### config.mk
export PLATFORM = sky130hd
export DESIGN_NAME = thumb_shift_issue_flat
export DESIGN_NICKNAME = d
export VERILOG_FILES = /design/src/rtl/cm0_shift_pkg.sv /design/src/rtl/thumb_shift_issue_if.sv /design/src/rtl/thumb_shift_decode.sv /design/src/rtl/thumb_shift_issue.sv /design/src/flat_wrapper.sv
export SDC_FILE = /design/constraint.sdc
export NUM_CORES = 1
export LEC_CHECK = 0
export ABC_AREA = 1
export CORE_ASPECT_RATIO = 0.6
export CORE_MARGIN = 5
export CORE_UTILIZATION = 40
export CTS_CLUSTER_DIAMETER = 80
export DETAILED_ROUTE_END_ITERATION = 10
export HOLD_SLACK_MARGIN = 0.03
export PLACE_DENSITY = 0.74
export SYNTH_ARGS = -nofsm -noshare
export SYNTH_HDL_FRONTEND = slang
export SYNTH_HIERARCHICAL = 1
export SYNTH_SLANG_ARGS = --single-unit
### constraint.sdc
create_clock -name clk -period 3.4 [get_ports clk]
set_clock_uncertainty 0.1 [all_clocks]
set_input_delay 0.85 -clock clk [delete_from_list [all_inputs] [get_ports clk]]
set_output_delay 0.85 -clock clk [all_outputs]
set_load 0.02 [all_outputs]
### src/rtl/cm0_shift_pkg.sv
// Shared shift-type codes, Thumb opcode fields, FSM states and decode record
// for the Thumb shift issue/writeback controller.
package cm0_shift_pkg;

  localparam logic [1:0] LSL = 2'b00;
  localparam logic [1:0] LSR = 2'b01;
  localparam logic [1:0] ASR = 2'b10;

  localparam logic [4:0] OP_LSL_IMM = 5'b00000;
  localparam logic [4:0] OP_LSR_IMM = 5'b00001;
  localparam logic [4:0] OP_ASR_IMM = 5'b00010;

  localparam logic [9:0] OP_LSL_REG = 10'b0100000010;
  localparam logic [9:0] OP_LSR_REG = 10'b0100000011;
  localparam logic [9:0] OP_ASR_REG = 10'b0100000100;

  typedef enum logic [2:0] {
    ST_IDLE,
    ST_RD_SRC,
    ST_RD_AMT,
    ST_ISSUE,
    ST_WAIT,
    ST_WB
  } state_t;

  // rs: register shifted (Rm or Rdn); ra: register holding the amount (reg form)
  typedef struct packed {
    logic       legal;
    logic       is_reg;
    logic [1:0] stype;
    logic [2:0] rd;
    logic [2:0] rs;
    logic [2:0] ra;
    logic [7:0] imm_amt;
  } dec_t;

endpackage

### src/rtl/thumb_shift_issue_if.sv
// Request/response bundle between the issue controller and the shift unit.
interface thumb_shift_issue_if;
  logic        sh_en;
  logic        sh_s;
  logic [31:0] sh_rm;
  logic [7:0]  sh_amt;
  logic [1:0]  sh_stype;
  logic        sh_cin;
  logic        sh_zin;
  logic        sh_nin;
  logic [31:0] sh_rd;
  logic        sh_c;
  logic        sh_z;
  logic        sh_n;

  modport master (
    output sh_en, sh_s, sh_rm, sh_amt, sh_stype, sh_cin, sh_zin, sh_nin,
    input  sh_rd, sh_c, sh_z, sh_n
  );

  modport slave (
    input  sh_en, sh_s, sh_rm, sh_amt, sh_stype, sh_cin, sh_zin, sh_nin,
    output sh_rd, sh_c, sh_z, sh_n
  );
endinterface

### src/rtl/thumb_shift_decode.sv
// Combinational decode of 16-bit Thumb LSL/LSR/ASR (immediate and register forms).
module thumb_shift_decode
  import cm0_shift_pkg::*;
(
  input  logic [15:0] inst,
  output dec_t        dec
);

  always_comb begin
    dec    = '0;
    dec.rd = inst[2:0];
    dec.ra = inst[5:3];
    case (inst[15:11])
      OP_LSL_IMM: begin dec.legal = 1'b1; dec.stype = LSL; end
      OP_LSR_IMM: begin dec.legal = 1'b1; dec.stype = LSR; end
      OP_ASR_IMM: begin dec.legal = 1'b1; dec.stype = ASR; end
      default:    dec.legal = 1'b0;
    endcase

    if (dec.legal) begin
      dec.rs      = inst[5:3];
      dec.imm_amt = {3'b000, inst[10:6]};
      // LSR/ASR encode a shift of 32 as zero; LSL #0 stays zero (MOVS)
      if (inst[10:6] == 5'd0 && dec.stype != LSL)
        dec.imm_amt = 8'd32;
    end else begin
      dec.rs     = inst[2:0];
      dec.is_reg = 1'b1;
      case (inst[15:6])
        OP_LSL_REG: begin dec.legal = 1'b1; dec.stype = LSL; end
        OP_LSR_REG: begin dec.legal = 1'b1; dec.stype = LSR; end
        OP_ASR_REG: begin dec.legal = 1'b1; dec.stype = ASR; end
        default:    dec.is_reg = 1'b0;
      endcase
    end
  end

endmodule

### src/rtl/thumb_shift_issue.sv
// Issue/writeback controller for Thumb shift instructions: reads operands, drives the
// shift unit, writes Rd and NZC. THUMB_MOVS_BYPASS_EN lets MOVS skip the shift unit.
module thumb_shift_issue
  import cm0_shift_pkg::*;
#(
  parameter int unsigned SH_LAT = 1
) (
  input  logic        clk,
  input  logic        rst,
  input  logic        inst_valid,
  input  logic [15:0] inst,
  output logic        inst_ready,
  output logic        inst_done,
  output logic        undef,
  output logic [3:0]  rf_raddr,
  input  logic [31:0] rf_rdata,
  output logic        rf_we,
  output logic [3:0]  rf_waddr,
  output logic [31:0] rf_wdata,
  thumb_shift_issue_if.master sh,
  output logic        flag_c,
  output logic        flag_z,
  output logic        flag_n
);

  state_t     state;
  dec_t       dec;
  logic [3:0] cnt;
  logic [2:0] rd_q;
  logic [2:0] ra_q;
  logic       is_reg_q;
`ifdef THUMB_MOVS_BYPASS_EN
  logic       movs_q;
`endif

  thumb_shift_decode u_dec (
    .inst (inst),
    .dec  (dec)
  );

  assign sh.sh_s   = 1'b1;
  assign sh.sh_cin = flag_c;
  assign sh.sh_zin = flag_z;
  assign sh.sh_nin = flag_n;

  always_ff @(posedge clk or negedge rst) begin
    if (!rst) begin
      state       <= ST_IDLE;
      cnt         <= '0;
      rd_q        <= '0;
      ra_q        <= '0;
      is_reg_q    <= 1'b0;
`ifdef THUMB_MOVS_BYPASS_EN
      movs_q      <= 1'b0;
`endif
      inst_ready  <= 1'b1;
      inst_done   <= 1'b0;
      undef       <= 1'b0;
      rf_raddr    <= '0;
      rf_we       <= 1'b0;
      rf_waddr    <= '0;
      rf_wdata    <= '0;
      sh.sh_en    <= 1'b0;
      sh.sh_rm    <= '0;
      sh.sh_amt   <= '0;
      sh.sh_stype <= LSL;
      flag_c      <= 1'b0;
      flag_z      <= 1'b0;
      flag_n      <= 1'b0;
    end else begin
      inst_done <= 1'b0;
      undef     <= 1'b0;
      rf_we     <= 1'b0;
      sh.sh_en  <= 1'b0;
      case (state)
        ST_IDLE: begin
          if (inst_valid && inst_ready) begin
            if (!dec.legal) begin
              undef <= 1'b1;
            end else begin
              state       <= ST_RD_SRC;
              inst_ready  <= 1'b0;
              rd_q        <= dec.rd;
              ra_q        <= dec.ra;
              is_reg_q    <= dec.is_reg;
`ifdef THUMB_MOVS_BYPASS_EN
              movs_q      <= !dec.is_reg && dec.stype == LSL && dec.imm_amt == '0;
`endif
              rf_raddr    <= {1'b0, dec.rs};
              sh.sh_stype <= dec.stype;
              sh.sh_amt   <= dec.imm_amt;
            end
          end
        end
        ST_RD_SRC: begin
          sh.sh_rm <= rf_rdata;
`ifdef THUMB_MOVS_BYPASS_EN
          if (movs_q) begin
            state     <= ST_WB;
            rf_we     <= 1'b1;
            inst_done <= 1'b1;
            rf_waddr  <= {1'b0, rd_q};
            rf_wdata  <= rf_rdata;
            flag_n    <= rf_rdata[31];
            flag_z    <= (rf_rdata == '0);
          end else
`endif
          if (is_reg_q) begin
            state    <= ST_RD_AMT;
            rf_raddr <= {1'b0, ra_q};
          end else begin
            state    <= ST_ISSUE;
            sh.sh_en <= 1'b1;
          end
        end
        ST_RD_AMT: begin
          sh.sh_amt <= rf_rdata[7:0];
          sh.sh_en  <= 1'b1;
          state     <= ST_ISSUE;
        end
        ST_ISSUE: begin
          cnt   <= 4'(SH_LAT);
          state <= ST_WAIT;
        end
        ST_WAIT: begin
          cnt <= cnt - 4'd1;
          if (cnt == 4'd1) begin
            state     <= ST_WB;
            rf_we     <= 1'b1;
            inst_done <= 1'b1;
            rf_waddr  <= {1'b0, rd_q};
            rf_wdata  <= sh.sh_rd;
            flag_c    <= sh.sh_c;
            flag_z    <= sh.sh_z;
            flag_n    <= sh.sh_n;
          end
        end
        ST_WB: begin
          state      <= ST_IDLE;
          inst_ready <= 1'b1;
        end
        default: state <= ST_IDLE;
      endcase
    end
  end

endmodule

### src/flat_wrapper.sv
// flat-port wrapper written by rule: the top's interface ports become plain ports
module thumb_shift_issue_flat import cm0_shift_pkg::*;
#(
  parameter int unsigned SH_LAT = 1
)
  (clk, rst, inst_valid, inst, inst_ready, inst_done, undef, rf_raddr, rf_rdata, rf_we, rf_waddr, rf_wdata, flag_c, flag_z, flag_n, sh_sh_en, sh_sh_s, sh_sh_rm, sh_sh_amt, sh_sh_stype, sh_sh_cin, sh_sh_zin, sh_sh_nin, sh_sh_rd, sh_sh_c, sh_sh_z, sh_sh_n);
  thumb_shift_issue_if sh_i ();
  input  logic clk;
  input  logic rst;
  input  logic inst_valid;
  input  logic [15:0] inst;
  output logic inst_ready;
  output logic inst_done;
  output logic undef;
  output logic [3:0] rf_raddr;
  input  logic [31:0] rf_rdata;
  output logic rf_we;
  output logic [3:0] rf_waddr;
  output logic [31:0] rf_wdata;
  output logic flag_c;
  output logic flag_z;
  output logic flag_n;
  output wire logic [$bits(sh_i.sh_en)-1:0] sh_sh_en;
  output wire logic [$bits(sh_i.sh_s)-1:0] sh_sh_s;
  output wire logic [$bits(sh_i.sh_rm)-1:0] sh_sh_rm;
  output wire logic [$bits(sh_i.sh_amt)-1:0] sh_sh_amt;
  output wire logic [$bits(sh_i.sh_stype)-1:0] sh_sh_stype;
  output wire logic [$bits(sh_i.sh_cin)-1:0] sh_sh_cin;
  output wire logic [$bits(sh_i.sh_zin)-1:0] sh_sh_zin;
  output wire logic [$bits(sh_i.sh_nin)-1:0] sh_sh_nin;
  input wire logic [$bits(sh_i.sh_rd)-1:0] sh_sh_rd;
  input wire logic [$bits(sh_i.sh_c)-1:0] sh_sh_c;
  input wire logic [$bits(sh_i.sh_z)-1:0] sh_sh_z;
  input wire logic [$bits(sh_i.sh_n)-1:0] sh_sh_n;
  assign sh_sh_en = sh_i.sh_en;
  assign sh_sh_s = sh_i.sh_s;
  assign sh_sh_rm = sh_i.sh_rm;
  assign sh_sh_amt = sh_i.sh_amt;
  assign sh_sh_stype = sh_i.sh_stype;
  assign sh_sh_cin = sh_i.sh_cin;
  assign sh_sh_zin = sh_i.sh_zin;
  assign sh_sh_nin = sh_i.sh_nin;
  assign sh_i.sh_rd = sh_sh_rd;
  assign sh_i.sh_c = sh_sh_c;
  assign sh_i.sh_z = sh_sh_z;
  assign sh_i.sh_n = sh_sh_n;
  thumb_shift_issue #(.SH_LAT(SH_LAT)) u_core (.clk(clk), .rst(rst), .inst_valid(inst_valid), .inst(inst), .inst_ready(inst_ready), .inst_done(inst_done), .undef(undef), .rf_raddr(rf_raddr), .rf_rdata(rf_rdata), .rf_we(rf_we), .rf_waddr(rf_waddr), .rf_wdata(rf_wdata), .sh(sh_i), .flag_c(flag_c), .flag_z(flag_z), .flag_n(flag_n));
endmodule
# Word-level counts from Yosys, hierarchy flattened
# Index checks and enable logic that the tools add are counted.
# op_classes
add_sub_neg	1
n_mux	31
n_eq_ne	15
n_reduce_logical	18
# op_table
op	n
10-bit by 9-bit == test with 1-bit output, second input constant	3
4-bit 2-to-1 mux	4
8-bit 2-to-1 mux	2
4-bit case mux with 2 select lines	2
8-bit case mux with 2 select lines	1
3-bit case mux with 5 select lines	1
3-bit 2-to-1 mux	4
6-bit 2-to-1 mux	2
3-bit AND reduction	4
1-bit 2-to-1 mux	11
5-bit logical NOT	2
2-bit nonzero test	5
2-bit by 1-bit inequality test with 1-bit output, second input constant	4
3-bit by 2-bit == test with 1-bit output, second input constant	2
3-bit == test, second input constant	2
2-bit case mux with 3 select lines	1
3-bit OR reduction	2
5-bit by 1-bit == test with 1-bit output, second input constant	1
5-bit by 2-bit == test with 1-bit output, second input constant	1
4-bit by 1-bit == test with 1-bit output, second input constant	1
1-bit case mux with 2 select lines	2
2-bit case mux with 2 select lines	1
4-bit AND reduction	1
4-bit by 1-bit subtractor with 4-bit output, second input constant	1
4 further kinds	5
# word_totals
ff_bits	102
input_bits	86
out_inout_bits	94

# Logic depth before layout (Yosys ltp)
# logic_depth
ltp_word	9
mapped_depth	11
depth_no_buf	11

# Hierarchy
# The synthesis kept the hierarchy.
# by_module_without_submodules
mod	instances	cells_per_inst	area_per_inst_um2
thumb_shift_issue	1	489	4250.3
thumb_shift_decode	1	61	341.6

# Worst setup path before layout
# No wires, ideal clock.
# synth_timing
path_kind	input to register
startpoint	in inst[12]
endpoint	reg u_core.rf_raddr[0]
cell_stages	11
path_slack_ns	1.162
setup_time_ns	0.117
t_arrival_ns	2.021
n_path_buf	1
cell_sequence	inv_2 > nand2_2 > nor2_2 > nand3_2 > nand3_2 > inv_1 > nor2_1 > nand3_2 > buf_2 > nand3_1 > nand2_1
# synth_lines
item	line_no	source
start: declaration	flat_wrapper.sv:11	input logic [15:0] inst;
end signal: assignment	thumb_shift_issue.sv:89	rf_raddr <= {1'b0, dec.rs};
end signal: assignment	thumb_shift_issue.sv:110	rf_raddr <= {1'b0, ra_q};
end: declaration	thumb_shift_issue.sv:15	output logic [3:0] rf_raddr,

==> flow_metrics.env <==
export IMPL_outcome="complete, no violations"
export IMPL_yosys_area_top_type="dfrtp_1"
export IMPL_core_area_sq_mm=0.01126
export IMPL_grt_max_degree=52
export IMPL_die_w_microns=148.3
export IMPL_power_per_cell_area_mw_per_mm2=949.0
export IMPL_ys_types=29
export IMPL_rsz0062_at_grt="false"
export IMPL_setup_tns_final_ps=0
export IMPL_setup_viol=0
export IMPL_grt_util_met2_pct=28.16
export IMPL_worst_pin_slew_ps=725.8
export IMPL_drt_total_wl_microns=12820
export IMPL_synthTopCellsByArea="dfrtp_1 54%, nand2_1 21%, nand3_1 6.5%, buf_4 3.6%, inv_1 1.6%"
export IMPL_start_util_pct=40.78
export IMPL_critPathMaxFanout=19
export IMPL_rows=30
export IMPL_cp_end_kind="flip-flop"
export IMPL_fmax_ghz=0.3613
export IMPL_detail_route_wl_per_cell_microns=15.02
export IMPL_power_mw=6.288
export IMPL_grt_pass1_vias=4019
export IMPL_root_buffer="clkbuf_16"
export IMPL_arrival_ps=2930
export IMPL_io_buffer_count=176
export IMPL_areaGrowthSynthToFinish_pct=44.31
export IMPL_cts_setup_buffers=0
export IMPL_dieHeight_microns=93.00
export IMPL_grt_antenna_before_repair=0
export IMPL_ctsLongestPathBuffers=2
export IMPL_clock_sinks=101
export IMPL_pin_count=180
export IMPL_drive_above_1_share_pct=6.770
export IMPL_htreeDepth=3
export IMPL_clkSlewWorstSetupHoldPaths_ps=60
export IMPL_grt_pass1_wl_microns=20480
export IMPL_hold_viol_final=0
export IMPL_dp_hpwl_microns=9485
export IMPL_grt_met1_usage_pct=25.70
export IMPL_synthesis_area_sq_mm=0.004592
export IMPL_post_cts_resized=0
export IMPL_cts_tree="done"
export IMPL_grt_remaining_overflow=0
export IMPL_track_usage_pct=18.55
export IMPL_die_area_sq_mm=0.01379
export IMPL_hold_class="reg -> reg"
export IMPL_nets=792
export IMPL_synth_cells=550
export IMPL_diodes=0
export IMPL_relSlewSlack_pct=51.48
export IMPL_crit_path_start_kind="primary input"
export IMPL_via_per_inst=4.776
export IMPL_worstPathRequired_ps=3560
export IMPL_avgSynthCellArea_sq_um=8.349
export IMPL_grtUsageMet3_pct=6.150
export IMPL_maxCapViolations=0
export IMPL_netlist_area_leader_share_pct=54.50
export IMPL_timing_final_crit_share_pct=81.41
export IMPL_drc=0
export IMPL_clk_latency_ps=330
export IMPL_ys_ff_latch=101
export IMPL_cts_buffers=9
export IMPL_busiest_layer="met2"
export IMPL_final_min_clock_period_ps=2768
export IMPL_hold_buffers=0
export IMPL_drt_pass1_iter_count=4
export IMPL_ys_seq_area_share_pct=55.07
export IMPL_postRouteAntennaNets=0
export IMPL_peakVddDrop_mv=0.4366
export IMPL_worst_setup_path_type="in -> reg"
export IMPL_p_leak_nw=3.276
export IMPL_synth_warnings=6
export IMPL_vias=4074
export IMPL_n_fill_cell=965
export IMPL_drtIter0Drc=265
export IMPL_place_congestion=0.8305
export IMPL_maxSlewViolCount=0
## critical path, stage by stage
cell	delay, ps
clkdlybuf4s50_1	460
inv_1	160
nand2_2	70
nor2_2	160
nand3_2	120
nand3_2	100
inv_1	40
nor2_1	170
nand3_2	380
nand2_4	260
nand2_1	80
nand2_1	80
## cell families after synthesis
kind of cell,Yosys count,synth area share [%]
AOI/OAI and AO/OA,12,1.608
xor gates and xnor gates,1,0.1908
adders and majority gates,2,0.5449
buffers and inverters,64,7.875
DFF,101,55.07
other,3,0.2452
and+or+nand+nor,367,34.47
## state kept, by name, indices dropped and copies added (netlist names)
name and cells:
u_core/cnt 4, u_core/flag_c 1, u_core/flag_n 1, u_core/flag_z 1
u_core/inst_ready 1, u_core/is_reg_q 1, u_core/ra_q 3, u_core/rd_q 3
u_core/rf_raddr 3, u_core/rf_waddr 3, u_core/rf_wdata 32, u_core/rf_we 1
u_core/sh.sh_amt 8, u_core/sh.sh_en 1, u_core/sh.sh_rm 32, u_core/sh.sh_stype 2
u_core/state 3, u_core/undef 1
## layer usage
metal	share of wire, %	vias to the layer above
met5	0	-
met4	1.3	0
met3	8.8	13
li1	-	2007
met2	45	166
met1	45	1888
## cells in the final DEF (no fill, tap or decap)
master,netlist,final
nand3_2,4,4
buf_12,0,1
nand3_4,1,1
dfrtp_1,100,100
inv_2,4,4
o21ai_1,4,4
o21ai_0,4,4
nor2_4,3,3
clkinv_2,0,2
buf_4,22,4
dfstp_2,1,1
nand2_1,263,263
xnor2_1,1,1
inv_1,20,20
nor2_2,5,5
clkbuf_8,0,2
inv_6,0,1
nand3_1,60,60
bufinv_16,0,1
nor2_1,12,12
clkinv_4,0,1
nand4_1,11,11
clkdlybuf4s50_1,0,175
nand2_2,5,5
o21ai_4,1,1
ha_1,2,2
nand2_4,2,2
a21oi_1,1,1
o22ai_1,2,2
conb_1,3,5
clkbuf_16,0,9
inv_4,1,1
nor3_1,1,1
## area by class of cell
class                      count  area [sq um]  area share [%]
sequential                   101          2529           38.16
timing repair buffer         180          1802           27.19
multi-input combinational    387          1709           25.79
clock buffer                  11         252.7           3.814
tap                          144         180.2           2.719
inverter                      25         96.34           1.454
clock inverter                 5         57.56          0.8686
## through the flow
stage	util, %	hold WS, ps	cells	cell area [sq um]	worst slack [ps]
6_report	58.84	370.5	853	6626	632.2
5_1_grt	58.84	399.4	853	6626	456.2
4_1_cts	58.84	374.6	853	6626	693.3
3_5_place_dp	56.09	358.0	837	6316	332.7
3_3_place_gp	56.09	353.5	837	6316	549.7
2_1_floorplan	-	342.5	552	4599	1162
## cells in the mapped netlist
| cell | instances |
|---|---|
| ha_1 | 2 |
| nand3_1 | 60 |
| a21oi_1 | 1 |
| buf_6 | 3 |
| conb_1 | 3 |
| nand4_1 | 11 |
| o21ai_1 | 4 |
| o21ai_0 | 4 |
| inv_4 | 1 |
| nand3_4 | 1 |
| xnor2_1 | 1 |
| nand3_2 | 4 |
| dfstp_2 | 1 |
| buf_1 | 1 |
| o22ai_1 | 2 |
| buf_2 | 11 |
| buf_4 | 22 |
| dfrtp_1 | 100 |
| nor3_1 | 1 |
| nand2_2 | 5 |
| nor2_2 | 5 |
| inv_1 | 20 |
| nor2_4 | 3 |
| clkbuf_1 | 2 |
| nand2_4 | 2 |
| nor2_1 | 12 |
| nand2_1 | 263 |
| inv_2 | 4 |
| o21ai_4 | 1 |
## power breakdown
group / switching, mW / internal (mW) / leakage, nW
registers: 0.342 / 1.78 / 1.23
logic: 1.78 / 1.34 / 1.89
clock network: 0.431 / 0.612 / 0.156
## worst paths after layout
path                                                 from                               to  slack, ps  depth (start not counted)
max                                              inst[11]  u_core/sh.sh_amt[3]$_DFFE_PN0P_        630                         12
max in group asynchronous                             rst  u_core/rf_wdata[26]$_DFFE_PN0P_       2060                          2
min                        u_core/sh.sh_rm[4]$_DFFE_PN0P_   u_core/sh.sh_rm[4]$_DFFE_PN0P_        370                          2
min reg2reg                u_core/sh.sh_rm[4]$_DFFE_PN0P_   u_core/sh.sh_rm[4]$_DFFE_PN0P_        370                          2
min in group asynchronous                             rst        u_core/flag_z$_DFFE_PN0P_        440                          1
max reg2reg                   u_core/state[2]$_DFFE_PN0P_  u_core/sh.sh_amt[3]$_DFFE_PN0P_       1100                          6
Note: power is estimated with default switching activity, not from simulation.
